$ cat src/rtl/adc_par_pkg.sv
// Shared types and constants for the parallel ADC read controller.
package adc_par_pkg;

    localparam int ADC_DW = 8;
    localparam int CNT_W  = 16;

    typedef enum logic [2:0] {
        IDLE    = 3'd0,
        CONV    = 3'd1,
        WAIT_HI = 3'd2,
        WAIT_LO = 3'd3,
        READ    = 3'd4
    } state_t;

endpackage

$ cat src/rtl/adc_rate_tick.sv
// Conversion-rate divider: one-cycle tick every SAMPLE_DIV clocks while en
// is high; the count is held at zero while en is low.
module adc_rate_tick
    import adc_par_pkg::*;
#(
    parameter int SAMPLE_DIV = 50000
) (
    input  logic clk,
    input  logic rst_n,
    input  logic en,
    output logic tick
);

    localparam logic [CNT_W-1:0] LAST = CNT_W'(SAMPLE_DIV - 1);

    logic [CNT_W-1:0] cnt_q;
    logic [CNT_W-1:0] cnt_d;

    // Next count and tick decode.
    always_comb begin
        cnt_d = cnt_q;
        tick  = 1'b0;
        if (!en) begin
            cnt_d = '0;
        end else if (cnt_q == LAST) begin
            cnt_d = '0;
            tick  = 1'b1;
        end else begin
            cnt_d = cnt_q + 1'b1;
        end
    end

    // Count register.
    always_ff @(posedge clk or negedge rst_n) begin
        if (!rst_n) begin
            cnt_q <= '0;
        end else begin
            cnt_q <= cnt_d;
        end
    end

endmodule

$ cat src/rtl/adc_par_read_ctrl.sv
// Read-side controller for the 8-bit parallel ADC: periodic CONVST, BUSY
// handshake with timeout, CS/RD read strobe, one-cycle sample_valid.
// Optional build macro ADC_AVG4_EN: output the truncated mean of every
// four raw reads instead of each raw read.
module adc_par_read_ctrl
    import adc_par_pkg::*;
#(
    parameter int SAMPLE_DIV = 50000,
    parameter int CONVST_W   = 10,
    parameter int RD_W       = 6,
    parameter int TIMEOUT    = 1000
) (
    input  logic              clk,
    input  logic              rst_n,
    input  logic              en,
    input  logic              clr_err,
    input  logic [ADC_DW-1:0] adc_d,
    input  logic              adc_busy,
    output logic              adc_convst_n,
    output logic              adc_cs_n,
    output logic              adc_rd_n,
    output logic [ADC_DW-1:0] sample,
    output logic              sample_valid,
    output logic              timeout_err
);

    localparam logic [CNT_W-1:0] CONV_LAST = CNT_W'(CONVST_W - 1);
    localparam logic [CNT_W-1:0] RD_LAST   = CNT_W'(RD_W - 1);
    localparam logic [CNT_W-1:0] TMO_LAST  = CNT_W'(TIMEOUT - 1);

    state_t            state_q, state_d;
    logic [CNT_W-1:0]  step_q, step_d;
    logic [CNT_W-1:0]  tmo_q, tmo_d;
    logic              busy_meta_q, busy_s_q;
    logic              convst_n_q, cs_n_q, rd_n_q;
    logic [ADC_DW-1:0] sample_q;
    logic              sample_valid_q;
    logic              timeout_err_q;
    logic              tick;
    logic              timeout_hit;
    logic              read_done;

    adc_rate_tick #(
        .SAMPLE_DIV (SAMPLE_DIV)
    ) u_rate (
        .clk   (clk),
        .rst_n (rst_n),
        .en    (en),
        .tick  (tick)
    );

    // Two-flop synchronizer for the asynchronous BUSY pin.
    always_ff @(posedge clk or negedge rst_n) begin
        if (!rst_n) begin
            busy_meta_q <= 1'b0;
            busy_s_q    <= 1'b0;
        end else begin
            busy_meta_q <= adc_busy;
            busy_s_q    <= busy_meta_q;
        end
    end

    // Next-state logic; the timeout counter spans both BUSY wait states.
    always_comb begin
        state_d     = state_q;
        step_d      = step_q;
        tmo_d       = tmo_q;
        timeout_hit = 1'b0;
        read_done   = 1'b0;
        case (state_q)
            IDLE: begin
                step_d = '0;
                tmo_d  = '0;
                if (tick) begin
                    state_d = CONV;
                end
            end
            CONV: begin
                if (step_q == CONV_LAST) begin
                    step_d  = '0;
                    tmo_d   = '0;
                    state_d = WAIT_HI;
                end else begin
                    step_d = step_q + 1'b1;
                end
            end
            WAIT_HI, WAIT_LO: begin
                if (state_q == WAIT_LO && !busy_s_q) begin
                    step_d  = '0;
                    state_d = READ;
                end else if (tmo_q == TMO_LAST) begin
                    timeout_hit = 1'b1;
                    tmo_d       = '0;
                    state_d     = IDLE;
                end else begin
                    tmo_d = tmo_q + 1'b1;
                    if (state_q == WAIT_HI && busy_s_q) begin
                        state_d = WAIT_LO;
                    end
                end
            end
            READ: begin
                if (step_q == RD_LAST) begin
                    read_done = 1'b1;
                    step_d    = '0;
                    state_d   = IDLE;
                end else begin
                    step_d = step_q + 1'b1;
                end
            end
            default: begin
                state_d = IDLE;
            end
        endcase
    end

    // State, counters and strobes; strobes decode the next state so they
    // come straight from flops and CONV/READ can never overlap.
    always_ff @(posedge clk or negedge rst_n) begin
        if (!rst_n) begin
            state_q    <= IDLE;
            step_q     <= '0;
            tmo_q      <= '0;
            convst_n_q <= 1'b1;
            cs_n_q     <= 1'b1;
            rd_n_q     <= 1'b1;
        end else begin
            state_q    <= state_d;
            step_q     <= step_d;
            tmo_q      <= tmo_d;
            convst_n_q <= (state_d != CONV);
            cs_n_q     <= (state_d != READ);
            rd_n_q     <= (state_d != READ);
        end
    end

    // Sticky timeout flag; a new timeout beats a simultaneous clear.
    always_ff @(posedge clk or negedge rst_n) begin
        if (!rst_n) begin
            timeout_err_q <= 1'b0;
        end else if (timeout_hit) begin
            timeout_err_q <= 1'b1;
        end else if (clr_err) begin
            timeout_err_q <= 1'b0;
        end
    end

`ifdef ADC_AVG4_EN
    logic [ADC_DW+1:0] acc_q;
    logic [1:0]        acc_cnt_q;
    logic [ADC_DW+1:0] acc_sum;

    assign acc_sum = acc_q + {2'b00, adc_d};

    // Accumulate four reads, then emit sum/4; timeout or disable drops a partial sum.
    always_ff @(posedge clk or negedge rst_n) begin
        if (!rst_n) begin
            acc_q          <= '0;
            acc_cnt_q      <= '0;
            sample_q       <= '0;
            sample_valid_q <= 1'b0;
        end else begin
            sample_valid_q <= 1'b0;
            if (read_done) begin
                if (acc_cnt_q == 2'd3) begin
                    sample_q       <= acc_sum[ADC_DW+1:2];
                    sample_valid_q <= 1'b1;
                    acc_q          <= '0;
                    acc_cnt_q      <= '0;
                end else begin
                    acc_q     <= acc_sum;
                    acc_cnt_q <= acc_cnt_q + 1'b1;
                end
            end else if (timeout_hit || !en) begin
                acc_q     <= '0;
                acc_cnt_q <= '0;
            end
        end
    end
`else
    // Capture the bus on the last RD-low cycle and flag it for one cycle.
    always_ff @(posedge clk or negedge rst_n) begin
        if (!rst_n) begin
            sample_q       <= '0;
            sample_valid_q <= 1'b0;
        end else begin
            sample_valid_q <= read_done;
            if (read_done) begin
                sample_q <= adc_d;
            end
        end
    end
`endif

    assign adc_convst_n = convst_n_q;
    assign adc_cs_n     = cs_n_q;
    assign adc_rd_n     = rd_n_q;
    assign sample       = sample_q;
    assign sample_valid = sample_valid_q;
    assign timeout_err  = timeout_err_q;

endmodule

$ cat config.mk
export PLATFORM = sky130hd
export DESIGN_NAME = adc_par_read_ctrl
export DESIGN_NICKNAME = d
export VERILOG_FILES = /design/src/rtl/adc_par_pkg.sv /design/src/rtl/adc_rate_tick.sv /design/src/rtl/adc_par_read_ctrl.sv
export SDC_FILE = /design/constraint.sdc
export NUM_CORES = 1
export LEC_CHECK = 0
export CAP_MARGIN = 5
export CELL_PAD_IN_SITES_DETAIL_PLACEMENT = 2
export CELL_PAD_IN_SITES_GLOBAL_PLACEMENT = 2
export CORE_ASPECT_RATIO = 0.6
export CORE_UTILIZATION = 40
export DETAILED_ROUTE_END_ITERATION = 7
export GPL_ROUTABILITY_DRIVEN = 1
export GPL_TIMING_DRIVEN = 1
export PLACE_DENSITY_LB_ADDON = 0.15
export SKIP_CTS_REPAIR_TIMING = 1
export SLEW_MARGIN = 30
export SYNTH_ARGS = -nofsm -noshare
export SYNTH_HDL_FRONTEND = slang
export SYNTH_SLANG_ARGS = --single-unit
$ cat constraint.sdc
create_clock -name clk -period 4.6 [get_ports clk]
set_input_delay 0.92 -clock clk [delete_from_list [all_inputs] [get_ports clk]]
set_output_delay 0.92 -clock clk [all_outputs]
set_load 0.005 [all_outputs]
==> results of run 1 <==
==> metrics by stage <==
stage	instances	hold slack (ps)
final	464	349.7
after global routing	464	366.0
after CTS	464	351.4
after detailed placement	448	337.2
after global placement	448	333.5
after floorplan	326	331.2
==> registers in the layout, summed over array words and instances (netlist names) <==
| register | cells |
|---|---|
| u_rate.cnt_q | 16 |
| adc_convst_n | 1 |
| sample | 8 |
| sample_valid | 1 |
| tmo_q | 16 |
| state_q | 3 |
| adc_rd_n | 1 |
| step_q | 16 |
| busy_s_q | 1 |
| busy_meta_q | 1 |
| timeout_err | 1 |
==> path summary, 6_finish.rpt <==
check	from	to	cells past startpoint
min in group asynchronous	rst_n	u_rate.cnt_q[0]	1
worst min register to register	busy_meta_q	busy_s_q	0
worst min-delay path	busy_meta_q	busy_s_q	0
worst max register to register	step_q[1]	tmo_q[4]	7
worst max-delay path	step_q[1]	tmo_q[4]	7
max in group asynchronous	rst_n	adc_convst_n	2
==> area by class of cell <==
type	count	area, um^2
Sequential cell	65	1629
Tap cell	104	130.1
Multi-Input combinational cell	242	1525
Clock inverter	3	40.04
Fill cell	768	3669
Clock buffer	13	250.2
Timing Repair Buffer	26	252.7
Inverter	11	41.29
==> worst max-delay path: stages, from the launching register on <==
cell,delay (ps)
dfrtp_1,400
inv_1,100
ha_1,180
nor4bb_1,400
nand4_1,290
a221oi_4,630
nand2_2,170
o311ai_1,320
==> routing by layer <==
| layer | track usage (%) | vias to the layer above |
|---|---|---|
| met5 | 0 | - |
| met4 | 7.265 | 0 |
| met3 | 6.927 | 7 |
| met2 | 42.88 | 37 |
| met1 | 36.19 | 1373 |
| li1 | - | 1230 |
==> cell usage in the layout, fill, tap and decap left out, types with 3 or more instances in the layout <==
master / Yosys / final
dfrtp_1: 63 / 63
nor2_1: 37 / 37
nand2_1: 34 / 34
clkdlybuf4s50_1: 0 / 24
nand3_1: 19 / 19
xnor2_1: 12 / 12
xor2_1: 12 / 12
a31oi_1: 12 / 12
inv_1: 11 / 11
o21ai_0: 11 / 11
and3_1: 10 / 10
nor3_1: 9 / 9
clkbuf_16: 0 / 9
nand4_1: 8 / 8
mux2_2: 8 / 8
a21oi_1: 7 / 7
and2_1: 6 / 6
nor2b_1: 5 / 5
and4_1: 4 / 4
o22ai_1: 4 / 4
ha_1: 4 / 4
clkbuf_1: 3 / 3
==> logic make-up (layout without fill, tap and decap cells) <==
kind of cell | Yosys count | in the layout | share of synthesized area [%]
muxes | 8 | 8 | 2.781
DFF | 65 | 65 | 50.29
buffers and inverters | 19 | 53 | 2.626
and+or+nand+nor | 154 | 154 | 25.11
xor gates and xnor gates | 24 | 24 | 6.489
adders and majority gates | 4 | 4 | 1.545
AOI/OAI and AO/OA | 52 | 52 | 11.16
==> power groups by stage <==
stage	Clock (mW)	Sequential [mW]	Combinational [mW]
final	0.677	0.578	0.0291
after global routing	0.704	0.578	0.0328
after CTS	0.691	0.578	0.0304
after detailed placement	0	0.588	0.0304
after global placement	0	0.587	0.0286
after floorplan	0	0.587	0.00494
==> results.json, run 1 <==
{
  "irDropWorstVdd_mv": 0.2067,
  "die_w_um": 118.2,
  "finalSetupTns_ps": 0,
  "finish.utilization_pct": 51.33,
  "worst_setup_hold_path_clk_slew_ps": 60,
  "htreeDepth": 3,
  "final.period_utilization_pct": 56.55,
  "maxClockFrequency_mhz": 384.4,
  "synth_fp_nets": 343,
  "yosys-top-cells-count": "63 x dfrtp_1, 37 x nor2_1, 34 x nand2_1, 19 x nand3_1",
  "number_of_synthesized_flops_with_an_enable_pin": 0,
  "maxCapViolCount": 0,
  "cellInternalPower_mw": 1.019,
  "cts_root_buf": "clkbuf_16",
  "post_synth_top_flop": "dfrtp_1",
  "drt_iter0_drc": 101,
  "place.detailed.hpwl_um": 6812,
  "fraction_of_synthesized_cell_area_taken_by_the_top_area_cell_type_pct": 48.67,
  "syn_area_um2": 3239,
  "placement.setup.worst_slack_ps": 2087,
  "grt_pass1_vias": 3038,
  "antenna_found_initial": 0,
  "final-max-slew-violation-count": 0,
  "tritoncts": "done",
  "wire_per_inst_um": 21.43,
  "globalplace.congestion": 0.7892,
  "worstPathRequired_ps": 4820,
  "post-route-min-period_ps": 2601,
  "wirelength_um": 9943,
  "power.sequential.fraction_pct": 45.0,
  "grt_first_pass_wirelength_um": 16890,
  "yosys-top-cells-area": "dfrtp_1 49%, nor2_1 4.3%, nand2_1 3.9%",
  "switching_share_pct": 20.59,
  "timing.critical_path.fanout_max": 10,
  "die_height_um": 71.71,
  "pwr_density_cell_nw_per_um2": 331.8,
  "max_slew.worst_pin.slew_ps": 793.4,
  "setup_viol": 0,
  "drc_errors": 0,
  "via_count_of_the_routed_design": 2647,
  "tritoncts_num_sinks": 65,
  "yosysUniqueCellTypes": 54,
  "design.portCount": 26,
  "setup.worst_path.class": "reg2reg",
  "leakage_nw": 1.617,
  "power.share.combinational_pct": 2.3,
  "power_mw": 1.284,
  "detailroute.wirelength.met3_um": 349,
  "worst_slack_ps": 1999,
  "vias_per_std_cell": 5.705,
  "number_of_buffers_added_on_ports": 25,
  "grt_setup_unrepaired": "false",
  "antenna_cells": 0,
  "route.antenna.remaining_nets": 0,
  "syn_area_per_cell_um2": 9.937,
  "critPathLaunchType": "flop",
  "end_kind": "flop",
  "highest_layer": "met4",
  "drive_gt1_share_pct": 10.00,
  "global_route.overflow_total": 0,
  "ff2ff_setup_slack_ps": 2000,
  "ys_ff_latch": 65,
  "fin_nets": 372,
  "dpl-instance-area_um2": 3578,
  "met2WireLength_um": 4506,
  "synthArstFlopShare_pct": 100.0,
  "synth.largest_area_cell": "dfrtp_1",
  "synth_cells": 326,
  "met1Wirelength_um": 4990,
  "timing.critical_path.arrival_ps": 2820,
  "outcome": "finished, final reports clean",
  "timing.final.hold_violations": 0,
  "numCtsBuffers": 9,
  "net_switching_power_of_the_design_mw": 0.2643,
  "final_area_um2": 3869,
  "clock-skew-final_ps": 5.171,
  "drt_pre_antenna_iters": 4,
  "maximum_number_of_pins_on_one_net_before_global_route_repair": 34,
  "yosysSeqAreaShare_pct": 50.29,
  "core_area_um2": 7537,
  "design.die.area_um2": 8474,
  "hold_class": "reg2reg",
  "placement_rows": 24,
  "groute.usage.overall_pct": 26.73,
  "clockBufferDepth": 2,
  "power.clock.fraction_pct": 52.7,
  "clk_latency_ps": 330,
  "flow.area_growth_from_synthesis_pct": 19.43,
  "worst_slew_margin_rel_pct": 47.00,
  "start_util_pct": 42.98,
  "synth_warnings": 0,
  "synth.most_common_cell": "dfrtp_1"
}
Note: power is estimated with default switching activity, not from simulation.
==> run 2, diff against run 1 <==
--- a/config.mk
+++ b/config.mk
@@ -9,7 +9,7 @@
 export CELL_PAD_IN_SITES_DETAIL_PLACEMENT = 2
 export CELL_PAD_IN_SITES_GLOBAL_PLACEMENT = 2
 export CORE_ASPECT_RATIO = 0.6
-export CORE_UTILIZATION = 40
+export CORE_UTILIZATION = 37
 export DETAILED_ROUTE_END_ITERATION = 7
 export GPL_ROUTABILITY_DRIVEN = 1
 export GPL_TIMING_DRIVEN = 1
==> constraint.sdc (replaced) <==
create_clock -name clk -period 2.5 [get_ports clk]
set_input_delay 0.5 -clock clk [delete_from_list [all_inputs] [get_ports clk]]
set_output_delay 0.5 -clock clk [all_outputs]
set_load 0.005 [all_outputs]
==> run 2 against run 1 <==
  * Non-clock buffer count rose by 8
  * First-iteration DRC count grew 7.9%
  * Combinational power rose by 85%
  * Via count shrank 0.38%
  * Largest power group unchanged
  * Clock skew decreased by 0.82 ps
  * Power is 75% higher
  * Core utilization shrank 5.3 points
  * Sequential power increased by 83%
  * Critical endpoint is now tmo_q[7]
==> results.json, run 2 (synthesized netlist as in run 1, its figures left out) <==
{
  "outcome": "finished, final reports clean",
  "leakage_nw": 1.649,
  "post_layout_cell_count": 479,
  "hold_class": "in2async",
  "critPathLaunchType": "flop",
  "worst_r2r_path_depth": 6,
  "core_area_um2": 8491,
  "maximum_number_of_pins_on_one_net_before_global_route_repair": 25,
  "maxCapViolCount": 0,
  "max_slew.worst_pin.slew_ps": 550.5,
  "maxClockFrequency_mhz": 455.1,
  "die_height_um": 74.48,
  "wirelength_um": 9672,
  "grt_pass1_vias": 2780,
  "timing.critical_path.fanout_max": 6,
  "placement_rows": 26,
  "via_count_of_the_routed_design": 2637,
  "design.die.area_um2": 9146,
  "worstPathRequired_ps": 2700,
  "critical_path.slowest_cell": "or4_4",
  "grt_first_pass_wirelength_um": 15460,
  "number_of_buffers_added_on_ports": 25,
  "drt_pre_antenna_iters": 4,
  "post-route-min-period_ps": 2197,
  "tritoncts": "done",
  "critical-path-max-stage-delay_ps": 550,
  "clk_latency_ps": 330,
  "worst_hold_slack_ps": 141.7,
  "globalplace.congestion": 0.7346,
  "finalSetupTns_ps": 0,
  "timing.final.hold_violations": 0,
  "reg.largest.list": "step_q (16), tmo_q (16), u_rate.cnt_q (16)",
  "layout.cells.most_common_list": "63 x dfrtp_1, 37 x nor2_1, 34 x nand2_1",
  "antenna_cells": 0,
  "design.portCount": 26,
  "end_kind": "flop",
  "groute.usage.overall_pct": 23.35,
  "timing.critical_path.arrival_ps": 2400,
  "drt_iter0_drc": 109,
  "crit_chain": "or4_4, nor4_4, buf_4, a211oi_1, o21ai_0, o21ai_1",
  "layout.cells.most_common": "dfrtp_1",
  "clock-skew-final_ps": 4.354,
  "ff2ff_setup_slack_ps": 300,
  "pwr_density_cell_nw_per_um2": 573.8,
  "fin_nets": 380,
  "route.antenna.remaining_nets": 0,
  "setup_viol": 0,
  "final-max-slew-violation-count": 0,
  "clockBufferDepth": 2,
  "worst_slew_margin_rel_pct": 63.26,
  "flow.area_growth_from_synthesis_pct": 20.74,
  "critical_path.reg2reg.startpoint": "tmo_q[13]",
  "worst_setup_hold_path_clk_slew_ps": 50,
  "start_util_pct": 38.15,
  "path_delay_family": "simple AND/OR/NAND/NOR gates",
  "global_route.overflow_total": 0,
  "grt_setup_unrepaired": "false",
  "tritoncts_num_sinks": 65,
  "die_w_um": 122.8,
  "setup.worst_path.class": "reg2reg",
  "cts_root_buf": "clkbuf_16",
  "dp_cells": 464,
  "antenna_found_initial": 0,
  "vias_per_std_cell": 5.505,
  "irDropWorstVdd_mv": 0.2522,
  "place.detailed.hpwl_um": 7140,
  "final.period_utilization_pct": 87.89,
  "crit-reg2reg-capture": "tmo_q[7]",
  "drc_errors": 0,
  "numCtsBuffers": 9,
  "htreeDepth": 3,
  "wire_per_inst_um": 20.19,
  "drive_gt1_share_pct": 12.26,
  "count_of_buffering_cells_on_the_critical_path_with_inverters_included": 1
}
[run 2: cell count changes in the layout (fill, tap and decap cells not counted)]
cell and change:
o311ai_1 +1, buf_4 +8, bufinv_16 -1, clkbuf_1 -2
clkinv_2 +2, o311ai_0 -1
[run 2: area by class of cell]
class	instances	area, um^2
Tap cell	112	140.1
Clock inverter	4	20.02
Fill cell	880	4579
Clock buffer	11	242.7
Multi-Input combinational cell	242	1525
Timing Repair Buffer	34	312.8
Inverter	11	41.29
Sequential cell	65	1629
[run 2: where the power goes]
group | switching (mW) | internal [mW]
logic | 0.0319 | 0.0219
clock network | 0.443 | 0.684
registers | 0.00474 | 1.06
total | 0.479 | 1.77
[run 2: metrics by stage]
step	total power [mW]	util (%)	cell area, um^2	setup slack, ps
after global placement	1.135	42.97	3649	438.2
after detailed placement	1.137	42.97	3649	260.2
after CTS	2.286	46.07	3911	238.3
after floorplan	1.089	-	3239	491.4
after global routing	2.325	46.07	3911	69.52
final	2.244	46.07	3911	302.7
[run 2: worst register-to-register path: stages (launching register included)]
cell	delay [ps]
dfrtp_1	440
or4_4	550
nor4_4	460
buf_4	230
a211oi_1	60
o21ai_0	230
o21ai_1	110
[run 2: how the worst max path moves through the flow]
stage	start	end	slack [ps]	cells after the start
final	tmo_q[13]	tmo_q[7]	300	6
after floorplan	step_q[1]	step_q[10]	490	8
after global placement	step_q[1]	tmo_q[14]	440	7
after CTS	step_q[1]	step_q[8]	240	7
after global routing	step_q[1]	step_q[7]	70	7
after detailed placement	step_q[1]	step_q[8]	260	7
[run 2: layer usage]
metal,vias up,GRT usage (%),part of all wire [%]
met5,-,0,0
met1,1337,32.85,52
li1,1244,-,-
met4,0,7.859,1.2
met2,48,34.96,44
met3,8,6.135,3.5
